`config.mk`:
```
export PLATFORM = sky130hd
export DESIGN_NAME = alu_in_driver
export DESIGN_NICKNAME = d
export VERILOG_FILES = /design/src/rtl/alu_in_driver.sv
export SDC_FILE = /design/constraint.sdc
export NUM_CORES = 1
export LEC_CHECK = 0
export BUFFER_PORTS_ARGS = -buffer_cell sky130_fd_sc_hd__buf_4
export CAP_MARGIN = 20
export CELL_PAD_IN_SITES_DETAIL_PLACEMENT = 1
export CELL_PAD_IN_SITES_GLOBAL_PLACEMENT = 1
export CORE_MARGIN = 4
export CORE_UTILIZATION = 45
export DETAILED_ROUTE_END_ITERATION = 12
export HOLD_SLACK_MARGIN = 0.12
export PLACE_DENSITY = 0.83
export SYNTH_ARGS = -nofsm -noshare
export SYNTH_HDL_FRONTEND = slang
export SYNTH_SLANG_ARGS = --single-unit
```
`constraint.sdc`:
```
create_clock -name CLK -period 4 [get_ports CLK]
set_clock_uncertainty 0.05 [all_clocks]
set_input_delay 0.8 -clock CLK [delete_from_list [all_inputs] [get_ports CLK]]
set_output_delay 0.8 -clock CLK [all_outputs]
set_load 0.005 [all_outputs]
```
`src/rtl/alu_in_driver.sv`:
```
// alu_in_driver: buffers ALU operation transactions from a valid/ready source
// in a small FIFO, waits out each transaction's idle delay, then presents it
// on the ALU input pins with the ACT/ALU_RDY handshake.
// Optional build macro: ALU_IN_DRIVER_STATS_EN adds stall_cnt and max_fill.
module alu_in_driver #(
  parameter int DATA_WIDTH  = 8,
  parameter int FIFO_DEPTH  = 4,
  parameter int DELAY_WIDTH = 8
) (
  input  logic                   CLK,
  input  logic                   RST,
  input  logic                   in_vld,
  output logic                   in_rdy,
  input  logic [3:0]             in_op,
  input  logic [1:0]             in_movi,
  input  logic [DATA_WIDTH-1:0]  in_reg_a,
  input  logic [DATA_WIDTH-1:0]  in_reg_b,
  input  logic [DATA_WIDTH-1:0]  in_mem,
  input  logic [DATA_WIDTH-1:0]  in_imm,
  input  logic [DELAY_WIDTH-1:0] in_delay,
  output logic                   ACT,
  output logic [3:0]             OP,
  output logic [1:0]             MOVI,
  output logic [DATA_WIDTH-1:0]  REG_A,
  output logic [DATA_WIDTH-1:0]  REG_B,
  output logic [DATA_WIDTH-1:0]  MEM,
  output logic [DATA_WIDTH-1:0]  IMM,
  input  logic                   ALU_RDY,
  output logic                   busy,
  output logic [15:0]            sent_cnt
`ifdef ALU_IN_DRIVER_STATS_EN
  ,
  output logic [15:0]                   stall_cnt,
  output logic [$clog2(FIFO_DEPTH):0]   max_fill
`endif
);

  localparam int AW    = $clog2(FIFO_DEPTH);
  localparam int CW    = AW + 1;
  localparam int ENT_W = 4 + 2 + 4 * DATA_WIDTH + DELAY_WIDTH;

  localparam logic [1:0] S_IDLE  = 2'd0;
  localparam logic [1:0] S_WAIT  = 2'd1;
  localparam logic [1:0] S_ISSUE = 2'd2;

  // FIFO storage and bookkeeping
  logic [ENT_W-1:0] r_mem [FIFO_DEPTH];
  logic [AW-1:0]    r_wr_ptr;
  logic [AW-1:0]    r_rd_ptr;
  logic [CW-1:0]    r_count;

  // Output-side state
  logic [1:0]             r_state;
  logic                   r_act;
  logic [DELAY_WIDTH-1:0] r_dly;
  logic [3:0]             r_op;
  logic [1:0]             r_movi;
  logic [DATA_WIDTH-1:0]  r_reg_a;
  logic [DATA_WIDTH-1:0]  r_reg_b;
  logic [DATA_WIDTH-1:0]  r_mem_op;
  logic [DATA_WIDTH-1:0]  r_imm;
  logic [15:0]            r_sent;

  logic                   w_full;
  logic                   w_empty;
  logic                   w_push;
  logic                   w_pop;
  logic                   w_fire;
  logic [CW-1:0]          w_count_nxt;
  logic [ENT_W-1:0]       w_wr_ent;
  logic [ENT_W-1:0]       w_head;
  logic [3:0]             w_head_op;
  logic [1:0]             w_head_movi;
  logic [DATA_WIDTH-1:0]  w_head_a;
  logic [DATA_WIDTH-1:0]  w_head_b;
  logic [DATA_WIDTH-1:0]  w_head_mem;
  logic [DATA_WIDTH-1:0]  w_head_imm;
  logic [DELAY_WIDTH-1:0] w_head_dly;

  assign w_full  = (r_count == CW'(FIFO_DEPTH));
  assign w_empty = (r_count == '0);

  // Ready comes only from registered occupancy: a full FIFO never accepts,
  // even when the head leaves on the same edge.
  assign in_rdy  = RST & ~w_full;
  assign w_push  = in_vld & in_rdy;

  // The head is taken whenever the output stage is free: idle, or finishing
  // a transfer this edge.
  assign w_fire  = r_act & ALU_RDY;
  assign w_pop   = ~w_empty & ((r_state == S_IDLE) | ((r_state == S_ISSUE) & ALU_RDY));

  assign w_count_nxt = r_count + CW'(w_push) - CW'(w_pop);

  assign w_wr_ent = {in_op, in_movi, in_reg_a, in_reg_b, in_mem, in_imm, in_delay};
  assign w_head   = r_mem[r_rd_ptr];
  assign {w_head_op, w_head_movi, w_head_a, w_head_b, w_head_mem, w_head_imm, w_head_dly} = w_head;

  // FIFO payload write; contents need no reset since the pointers gate them
  always_ff @(posedge CLK) begin
    if (w_push) begin
      r_mem[r_wr_ptr] <= w_wr_ent;
    end
  end

  // FIFO pointers and occupancy
  always_ff @(posedge CLK) begin
    if (!RST) begin
      r_wr_ptr <= '0;
      r_rd_ptr <= '0;
      r_count  <= '0;
    end else begin
      if (w_push) r_wr_ptr <= r_wr_ptr + AW'(1);
      if (w_pop)  r_rd_ptr <= r_rd_ptr + AW'(1);
      r_count <= w_count_nxt;
    end
  end

  // Issue FSM: load head, count down idle delay, hold ACT until accepted
  always_ff @(posedge CLK) begin
    if (!RST) begin
      r_state  <= S_IDLE;
      r_act    <= 1'b0;
      r_dly    <= '0;
      r_op     <= '0;
      r_movi   <= '0;
      r_reg_a  <= '0;
      r_reg_b  <= '0;
      r_mem_op <= '0;
      r_imm    <= '0;
      r_sent   <= '0;
    end else begin
      if (w_fire) r_sent <= r_sent + 16'd1;
      if (w_pop) begin
        r_op     <= w_head_op;
        r_movi   <= w_head_movi;
        r_reg_a  <= w_head_a;
        r_reg_b  <= w_head_b;
        r_mem_op <= w_head_mem;
        r_imm    <= w_head_imm;
        r_dly    <= w_head_dly;
        if (w_head_dly == '0) begin
          r_state <= S_ISSUE;
          r_act   <= 1'b1;
        end else begin
          r_state <= S_WAIT;
          r_act   <= 1'b0;
        end
      end else begin
        case (r_state)
          S_WAIT: begin
            // The edge that sees 1 is the last idle one; ACT rises with it.
            if (r_dly == DELAY_WIDTH'(1)) begin
              r_state <= S_ISSUE;
              r_act   <= 1'b1;
              r_dly   <= '0;
            end else begin
              r_dly <= r_dly - DELAY_WIDTH'(1);
            end
          end
          S_ISSUE: begin
            if (ALU_RDY) begin
              r_state <= S_IDLE;
              r_act   <= 1'b0;
            end
          end
          default: begin
            r_state <= S_IDLE;
            r_act   <= 1'b0;
          end
        endcase
      end
    end
  end

  assign ACT      = r_act;
  assign OP       = r_op;
  assign MOVI     = r_movi;
  assign REG_A    = r_reg_a;
  assign REG_B    = r_reg_b;
  assign MEM      = r_mem_op;
  assign IMM      = r_imm;
  assign sent_cnt = r_sent;
  assign busy     = ~w_empty | (r_state != S_IDLE);

`ifdef ALU_IN_DRIVER_STATS_EN
  logic [15:0] r_stall;
  logic [CW-1:0] r_max;

  // Stall counter and peak-occupancy tracker
  always_ff @(posedge CLK) begin
    if (!RST) begin
      r_stall <= '0;
      r_max   <= '0;
    end else begin
      if (r_act && !ALU_RDY) r_stall <= r_stall + 16'd1;
      if (w_count_nxt > r_max) r_max <= w_count_nxt;
    end
  end

  assign stall_cnt = r_stall;
  assign max_fill  = r_max;
`endif

endmodule

```
== Yosys cells after proc, flatten, opt, wreduce, memory -nomap -nowiden ==
Memories as Yosys holds them, arrays and structs flattened. A register that Yosys moved wholly into a read port is not among the register bits.
Index checks and enable logic that the tools add are counted.

* Add/subtract/negate cells: 6
* Reductions and logical operators: 6
* Mux-type cells: 17
* Equal/unequal tests: 6
* Bitwise logic cells: 9

{| class="wikitable"
|+ Operators with widths
! cell !! number
|-
| 8-bit 2-to-1 mux || 3
|-
| 16-bit by 1-bit adder with 16-bit output (second input constant) || 1
|-
| 2-bit 2-to-1 mux || 6
|-
| 8-bit by 1-bit equality test with 1-bit output (second input constant) || 1
|-
| 8-bit logical NOT || 1
|-
| 8-bit by 1-bit subtractor with 8-bit output (second input constant) || 1
|-
| 1-bit 2-to-1 mux || 6
|-
| 3-bit != test (second input constant) || 2
|-
| 1-bit AND || 5
|-
| 2-bit by 1-bit adder with 2-bit output (second input constant) || 2
|-
| 2-bit case mux with 2 select lines || 1
|-
| 2-bit nonzero test || 2
|-
| 3-bit by 1-bit adder with 3-bit output || 1
|-
| 3-bit equality test (second input constant) || 1
|-
| 3-bit logical NOT || 1
|-
| 3-bit by 1-bit subtractor with 3-bit output || 1
|-
| 2-bit by 1-bit equality test with 1-bit output (second input constant) || 1
|-
| 2-bit equality test (second input constant) || 1
|-
| 2-bit logical NOT || 1
|-
| 1-bit NOT || 2
|-
| 1-bit bitwise OR || 2
|-
| 1-bit case mux with 2 select lines || 1
|-
| 2-bit AND reduction || 1
|}

* Output and inout bits: 57
* Word-level logic and storage cells: 58
* RAM bits: 184
* Flip-flop bits (word level): 72
* Memories kept: 1
* Input port bits: 50

{| class="wikitable"
|+ Memory list
! memory !! words !! width !! rd ports !! clocked after Yosys merged registers in !! wr ports !! RTL line !! RTL
|-
| r_mem || 4 || 46 || 1 || 1 || 1 || 47 || <nowiki>logic [ENT_W-1:0] r_mem [FIFO_DEPTH];</nowiki>
|}

== Longest topological paths before layout ==
Gate-level depths: netlist of run 1.

* Word-level depth: 6
* Depth in mapped cells: 12
* Mapped depth without buffers: 11

== Worst setup path after synthesis of run 1 ==
No wires, ideal clock.

* Kind: input-to-reg
* Start point: in in_vld
* End point: mem r_mem[0][0] in the netlist's numbering (enable)
* Slack: 0.972 ns
* Setup time: 0.408 ns
* Arrival: 2.570 ns
* Path buffers: 0
* Stages: 3
* Cell sequence: inv_1 -> a211oi_1 -> and2_1

* Longest elaborated chain between the ends: 3

{| class="wikitable"
|+ Ends and longest elaborated chain
! element !! RTL line !! RTL
|-
| from (decl) || 12 || <nowiki>input logic in_vld,</nowiki>
|-
| 1-bit AND || 86 || <nowiki>assign w_push = in_vld & in_rdy;</nowiki>
|-
| 1-bit 2-to-1 mux || 101 || <nowiki>if (w_push) begin</nowiki>
|-
| 1-bit 2-to-1 mux (not written as such) || 102 || <nowiki>r_mem[r_wr_ptr] <= w_wr_ent;</nowiki>
|-
| to (decl) || 47 ||
|}

Every way passes these cells.

== Worst setup path in the final report of run 1 ==
* Start point: in RST
* End point: out in_rdy

* Longest elaborated chain between the ends: 1

{| class="wikitable"
|+ Ends and longest elaborated chain
! element !! RTL line !! RTL
|-
| from (decl) || 11 || <nowiki>input logic RST,</nowiki>
|-
| 1-bit AND || 85 || <nowiki>assign in_rdy = RST & ~w_full;</nowiki>
|-
| to (decl) || 13 || <nowiki>output logic in_rdy,</nowiki>
|}

Every way passes these cells.

==> results_dict.tcl, run 1 <==
set metrics [dict create \
    outcome "finished, final reports clean" \
    synth-compound-area-share_pct 4.62 \
    rsz0062_at_grt "false" \
    critPathSlowestCell "sky130_fd_sc_hd__buf_4" \
    pin_count 107 \
    worst_path_largest_cell_delay_ns 0.66 \
    wl_um 22700 \
    synthDistinctLibCells 47 \
    largest_family_of_logic_cells_by_synthesized_area "multiplexers" \
    track_usage_pct 19.0 \
    ys_async_sr_fraction_pct 0 \
    tmin_final_ns 2.84 \
    via_count 5641 \
    cts_resized 0 \
    finalCritPeriodShare_pct 70.9 \
    port_buffers 106 \
    clock_sinks 257 \
    synth_seq_cells 257 \
    synthToLayoutAreaGrowth_pct 21.2 \
    maxCapViolCount 0 \
    setup.worst_path.end_class "output port" \
    initial_cell_density_of_the_core_pct 45.9 \
    timing.fmax_mhz 352 \
    synth-edff-count 184 \
    globalRoute.totalOverflow 0 \
    cts_tree "built" \
    grt_max_degree 71 \
    multiInputGateArea_um2 2510 \
    critical_path.most_common_cell "sky130_fd_sc_hd__buf_4" \
    slew_headroom_pct 43.5 \
    floorplan.die_area_um2 23900 \
    drv_slew 0 \
    crit_path_cell_chain "buf_4 -> inv_2 -> buf_4 -> a21oi_1 -> buf_4" \
    static-leakage-power_nw 4.08 \
    synth_area_per_cell_um2 15.8 \
    critPathMaxFanout 70 \
    fp.dieH_um 155 \
    synth-adder-area-share_pct 1.37 \
    critical_path.startpoint_type "input port" \
    worstSkewPairLatency_ns 0.53 \
    detail_route.wl_per_cell_um 22.1 \
    cts.repair_timing.setup_buffer_count 0 \
    setup.worst_path.start "RST" \
    beginning_of_the_worst_hold_path "REG_A[3]" \
    worstReg2RegStart "r_count[1]" \
    antenna_found_initial 0 \
    critPathKind "in2out" \
    vias_per_cell 5.50 \
    ctsRootBufferMaster "sky130_fd_sc_hd__clkbuf_16" \
    syn-num-nets 674 \
    synth_area_in_xor_xnor_pct 1.27 \
    num_antenna_cells 0 \
    ctsHoldBuffers 0 \
    fill_cells 2001 \
    finalSetupTns_ns 0 \
    finish.net_count 790 \
    final_layout_size_suffix_gt1_share_pct 28.5 \
    ys.warnings.count 0 \
    finalSetupViolations 0 \
    drt-pass1-iter-count 5 \
    route.antenna.remaining_nets 0 \
    hold_path.class "reg2reg" \
    placementRows 53 \
    final-seq-area_um2 6990 \
    coreArea_um2 21100 \
    grt_first_pass_wirelength_um 35400 \
    synth_cells 614 \
    dpl.hpwl_um 14200 \
    total_power_consumption_of_the_routed_design_mw 7.74 \
    clk_transition_reported_paths_ns 0.06 \
    yosys.area_share.simple_pct 7.80 \
    synthesis.area_um2 9680 \
    die_width_um 155 \
    route.detailed.drc 0 \
    grt_pass1_vias 6231 \
    cts_buffers 27 \
    cts.path.max_buffers 3 \
    synth_seq_area_share_pct 72.2 \
    place.gp.congestion 0.708 \
    r2r_slack_ns 1.48 \
    tightestPinTransition_ns 0.848 \
    p_per_area_nw_per_um2 660 \
    htree_levels 1 \
    worstPathRequired_ns 3.15 \
    ir_drop_mv 0.361 \
    synth.area.mux_share_pct 10.8 \
    postSynth.topFlopCell "sky130_fd_sc_hd__edfxtp_1" \
    worstPathArrival_ns 1.99 \
    initialDrtViolationCount 315 \
    timing.final.hold_violations 0 \
]
final cells by class:
cell class / count / area share, %
Timing Repair Buffer: 116 / 7.85
Clock inverter: 11 / 1.09
Multi-Input combinational cell: 314 / 21.4
Clock buffer: 39 / 6.67
Sequential cell: 257 / 59.6
Inverter: 14 / 0.448
Tap cell: 275 / 2.93
synth_stat cells (3+ instances only):
cell                       instances  area (um^2)
sky130_fd_sc_hd__inv_1            13         48.8
sky130_fd_sc_hd__a22oi_1           3         22.5
sky130_fd_sc_hd__xor2_1            8         70.1
sky130_fd_sc_hd__buf_4             4         30.0
sky130_fd_sc_hd__nand2_1          95          357
sky130_fd_sc_hd__nor4_1            7         43.8
sky130_fd_sc_hd__or4_1             3         22.5
sky130_fd_sc_hd__and3_1            4         25.0
sky130_fd_sc_hd__xnor2_1           6         52.6
sky130_fd_sc_hd__nor3b_1           3         22.5
sky130_fd_sc_hd__edfxtp_1        184         5530
sky130_fd_sc_hd__nor2_1           16         60.1
sky130_fd_sc_hd__o31ai_1           4         30.0
sky130_fd_sc_hd__clkbuf_1         14         52.6
sky130_fd_sc_hd__or3_1             7         43.8
sky130_fd_sc_hd__ha_1              9          113
sky130_fd_sc_hd__a31oi_1           6         37.5
sky130_fd_sc_hd__o21ai_0           6         30.0
sky130_fd_sc_hd__and2_1            5         31.3
sky130_fd_sc_hd__mux4_2           46         1040
sky130_fd_sc_hd__a21oi_1          51          255
sky130_fd_sc_hd__nand3_1          11         55.1
sky130_fd_sc_hd__dfxtp_1          73         1460
sky130_fd_sc_hd__buf_2             8         40.0
sequential cells by signal, summed over array words and instances (netlist names), named ones only:
name	count
sent_cnt	16
MOVI	2
OP	4
r_count	3
r_mem	184
REG_B	8
r_state	2
IMM	8
MEM	8
REG_A	8
r_wr_ptr	2
r_dly	8
r_rd_ptr	2
through the flow:
step                hold WS, ns  cells  area, um^2  util (%)  setup WS [ns]
global route              0.401   1026       11700      55.6           1.07
global placement          0.398    976       10800      51.3           1.19
detailed placement        0.401    976       10800      51.3           1.09
floorplan                 0.403    614        9680         -          0.972
finish                    0.407   1026       11700      55.6           1.16
CTS                       0.392   1026       11700      55.6           1.16
logic make-up after synthesis:
family                   after synthesis
flip-flops                           257
adder cells (fa/ha/maj)               10
XOR/XNOR                              14
multiplexers                          47
AND/OR/NAND/NOR                      164
AO/OA/AOI/OAI                         79
buffers and inverters                 43
cells in the final DEF (no fill, tap or decap), drive strengths merged, types with 2 or more instances in the layout:
master | synthesis | final
nand4 | 2 | 2
buf | 14 | 116
o21ai | 6 | 6
nor3 | 2 | 2
mux4 | 46 | 46
ha | 9 | 9
nand2b | 2 | 2
nand3 | 12 | 12
a21boi | 2 | 2
inv | 14 | 15
dfxtp | 73 | 73
a31oi | 6 | 6
or4 | 3 | 3
xor2 | 8 | 8
and3 | 4 | 4
nor2 | 16 | 16
nor3b | 3 | 3
nor4 | 7 | 7
clkbuf | 15 | 39
edfxtp | 184 | 184
or3 | 7 | 7
bufinv | 0 | 2
nand2 | 95 | 95
xnor2 | 6 | 6
clkinv | 0 | 8
and2 | 5 | 5
a22oi | 3 | 3
o31ai | 4 | 4
a21oi | 51 | 51
final timing paths:
check                     to  cells past startpoint
setup reg to reg  r_count[2]                     12
hold reg to reg     REG_A[3]                      2
setup / recovery      in_rdy                      5
hold / removal      REG_A[3]                      2
critical path, delay by kind of cell:
kind | cells | cell delay [ns]
compound gates | 1 | 0.13
buf+inv | 4 | 1.05
where the power goes:
part	leakage (nW)	total, mW	internal [mW]	switching (mW)
Sequential	2.27	3.41	3.17	0.235
Clock	0.450	2.51	1.50	1.01
Combinational	1.37	1.82	0.824	0.999
metal layers:
metal  track usage, %  vias to the layer above  routed length (um)
met5                0                        -                   0
met3             3.30                       36                1110
met4             5.47                        0                 465
met1             23.0                     2899                8900
li1                 -                     2563                   -
met2             34.9                      143               12200
Power figures use the tool's default switching activity.
==> run 2: changes to the inputs <==
clock period = 2.8 ns   (was 4 ns; I/O delays follow)
==> run 2 against run 1 <==
Net effect: sequential power up 43%; first-iteration DRC count up 12%; routed wire length up 1.5%; critical path depth up 6; register-to-register slack worse by 1.2 ns; core utilization up 0.10 points; worst hold slack worse by 0.23 ns; sequential share of layout area down 0.11 points; cell area up 0.18%.
==> results_dict.tcl, run 2 (synthesis results as in run 1) <==
set metrics [dict create \
    via_count 5660 \
    floorplan.die_area_um2 23900 \
    grt_first_pass_wirelength_um 36500 \
    port_buffers 106 \
    num_antenna_cells 0 \
    final_common_cell "sky130_fd_sc_hd__edfxtp_1" \
    timing.final.hold_violations 0 \
    crit_path_cell_chain "or3_1 -> nand3b_1 -> inv_2 -> ha_1 -> inv_1 -> ha_1 -> inv_1 -> fa_1 -> xor2_1 -> xnor2_1 -> nor2_1" \
    vias_per_cell 5.49 \
    antenna_found_initial 0 \
    cts.path.max_buffers 3 \
    die_width_um 155 \
    fp.dieH_um 155 \
    finalSetupTns_ns 0 \
    placementRows 53 \
    rsz0062_at_grt "false" \
    cts_tree "built" \
    critPathSlowestCell "sky130_fd_sc_hd__or3_1" \
    initialDrtViolationCount 353 \
    wl_um 23000 \
    ctsRootBufferMaster "sky130_fd_sc_hd__clkbuf_16" \
    worstPathArrival_ns 2.84 \
    placedCellCount 981 \
    route.antenna.remaining_nets 0 \
    cts_buffers 27 \
    track_usage_pct 19.6 \
    globalRoute.totalOverflow 0 \
    tmin_final_ns 2.50 \
    critical_path.startpoint_type "register" \
    route.detailed.drc 0 \
    initial_cell_density_of_the_core_pct 45.9 \
    coreArea_um2 21100 \
    worstSkewPairLatency_ns 0.53 \
    cts_resized 0 \
    setup.worst_path.end_class "register" \
    finish.net_count 795 \
    max_flop_register "r_mem" \
    ctsHoldBuffers 0 \
    worstPathRequired_ns 3.13 \
    pin_count 107 \
    clock_sinks 257 \
    grt_pass1_vias 6376 \
    tightestPinTransition_ns 0.828 \
    slew_headroom_pct 44.8 \
    dpl.hpwl_um 14000 \
    drv_slew 0 \
    finalCritPeriodShare_pct 89.5 \
    place.gp.congestion 0.745 \
    worst_path_largest_cell_delay_ns 0.42 \
    final_layout_size_suffix_gt1_share_pct 29.2 \
    finalSetupViolations 0 \
    htree_levels 1 \
    static-leakage-power_nw 4.11 \
    layout.cells.most_common_list "sky130_fd_sc_hd__edfxtp_1, sky130_fd_sc_hd__buf_4, sky130_fd_sc_hd__nand2_1" \
    maxCapViolCount 0 \
    timing.fmax_mhz 399 \
    critPathMaxFanout 4 \
    fin_cells 1031 \
    ir_drop_mv 0.616 \
    detail_route.wl_per_cell_um 22.3 \
    cts.repair_timing.setup_buffer_count 0 \
    hold_path.class "in2reg" \
    outcome "finished, final reports clean" \
    critPathKind "reg2reg" \
    synthToLayoutAreaGrowth_pct 21.4 \
    p_per_area_nw_per_um2 959 \
    largest_register_ffs 184 \
    clk_transition_reported_paths_ns 0.06 \
    drt-pass1-iter-count 4 \
    grt_max_degree 71 \
]
## run 2: cell type report
| class | instances | area [um^2] |
|---|---|---|
| Clock buffer | 30 | 687 |
| Clock inverter | 20 | 256 |
| Fill cell | 2014 | 9340 |
| Inverter | 14 | 52.6 |
| Multi-Input combinational cell | 314 | 2510 |
| Sequential cell | 257 | 6990 |
| Tap cell | 275 | 344 |
| Timing Repair Buffer | 121 | 908 |
## run 2: path summary, 6_finish.rpt
| check | startpoint | end | slack [ns] | depth (start not counted) |
|---|---|---|---|---|
| max | r_count[2] | r_count[2] | 0.30 | 11 |
| min | in_mem[4] | r_mem[3][20] | 0.18 | 1 |
| max reg2reg | r_count[2] | r_count[2] | 0.30 | 11 |
| min reg2reg | REG_B[5] | REG_B[5] | 0.41 | 2 |
## run 2: stage by stage
| step | cell area [um^2] | total power, mW | setup WS (ns) | hold slack, ns | util [%] |
|---|---|---|---|---|---|
| 2_1_floorplan | 9680 | 6.52 | 0.0116 | 0.403 | - |
| 3_3_place_gp | 10800 | 7.38 | 0.284 | 0.396 | 51.2 |
| 3_5_place_dp | 10800 | 7.59 | 0.0915 | 0.407 | 51.2 |
| 4_1_cts | 11700 | 11.4 | 0.256 | 0.158 | 55.7 |
| 5_1_grt | 11700 | 11.9 | 0.0313 | 0.160 | 55.7 |
| 6_report | 11700 | 11.3 | 0.295 | 0.176 | 55.7 |
## run 2: per-layer routing
layer  track usage [%]  vias up  routed length (um)
li1                  -     2571                   -
met1              24.2     2909                8890
met2              36.1      147               12600
met3              3.27       33                1050
met4              4.88        0                 418
met5                 0        -                   0
## run 2: where the power goes
| part | internal (mW) | switching [mW] | total [mW] |
|---|---|---|---|
| registers | 4.53 | 0.325 | 4.86 |
| logic | 1.18 | 1.47 | 2.65 |
| clock network | 2.32 | 1.45 | 3.77 |
## run 2: worst max-delay path: cells and delay by family (launching register included)
| kind | cells | cell delay (ns) |
|---|---|---|
| fa+ha+maj | 3 | 0.79 |
| flops | 1 | 0.35 |
| simple gates | 3 | 0.63 |
| xor+xnor | 2 | 0.35 |
| buf+inv | 3 | 0.17 |
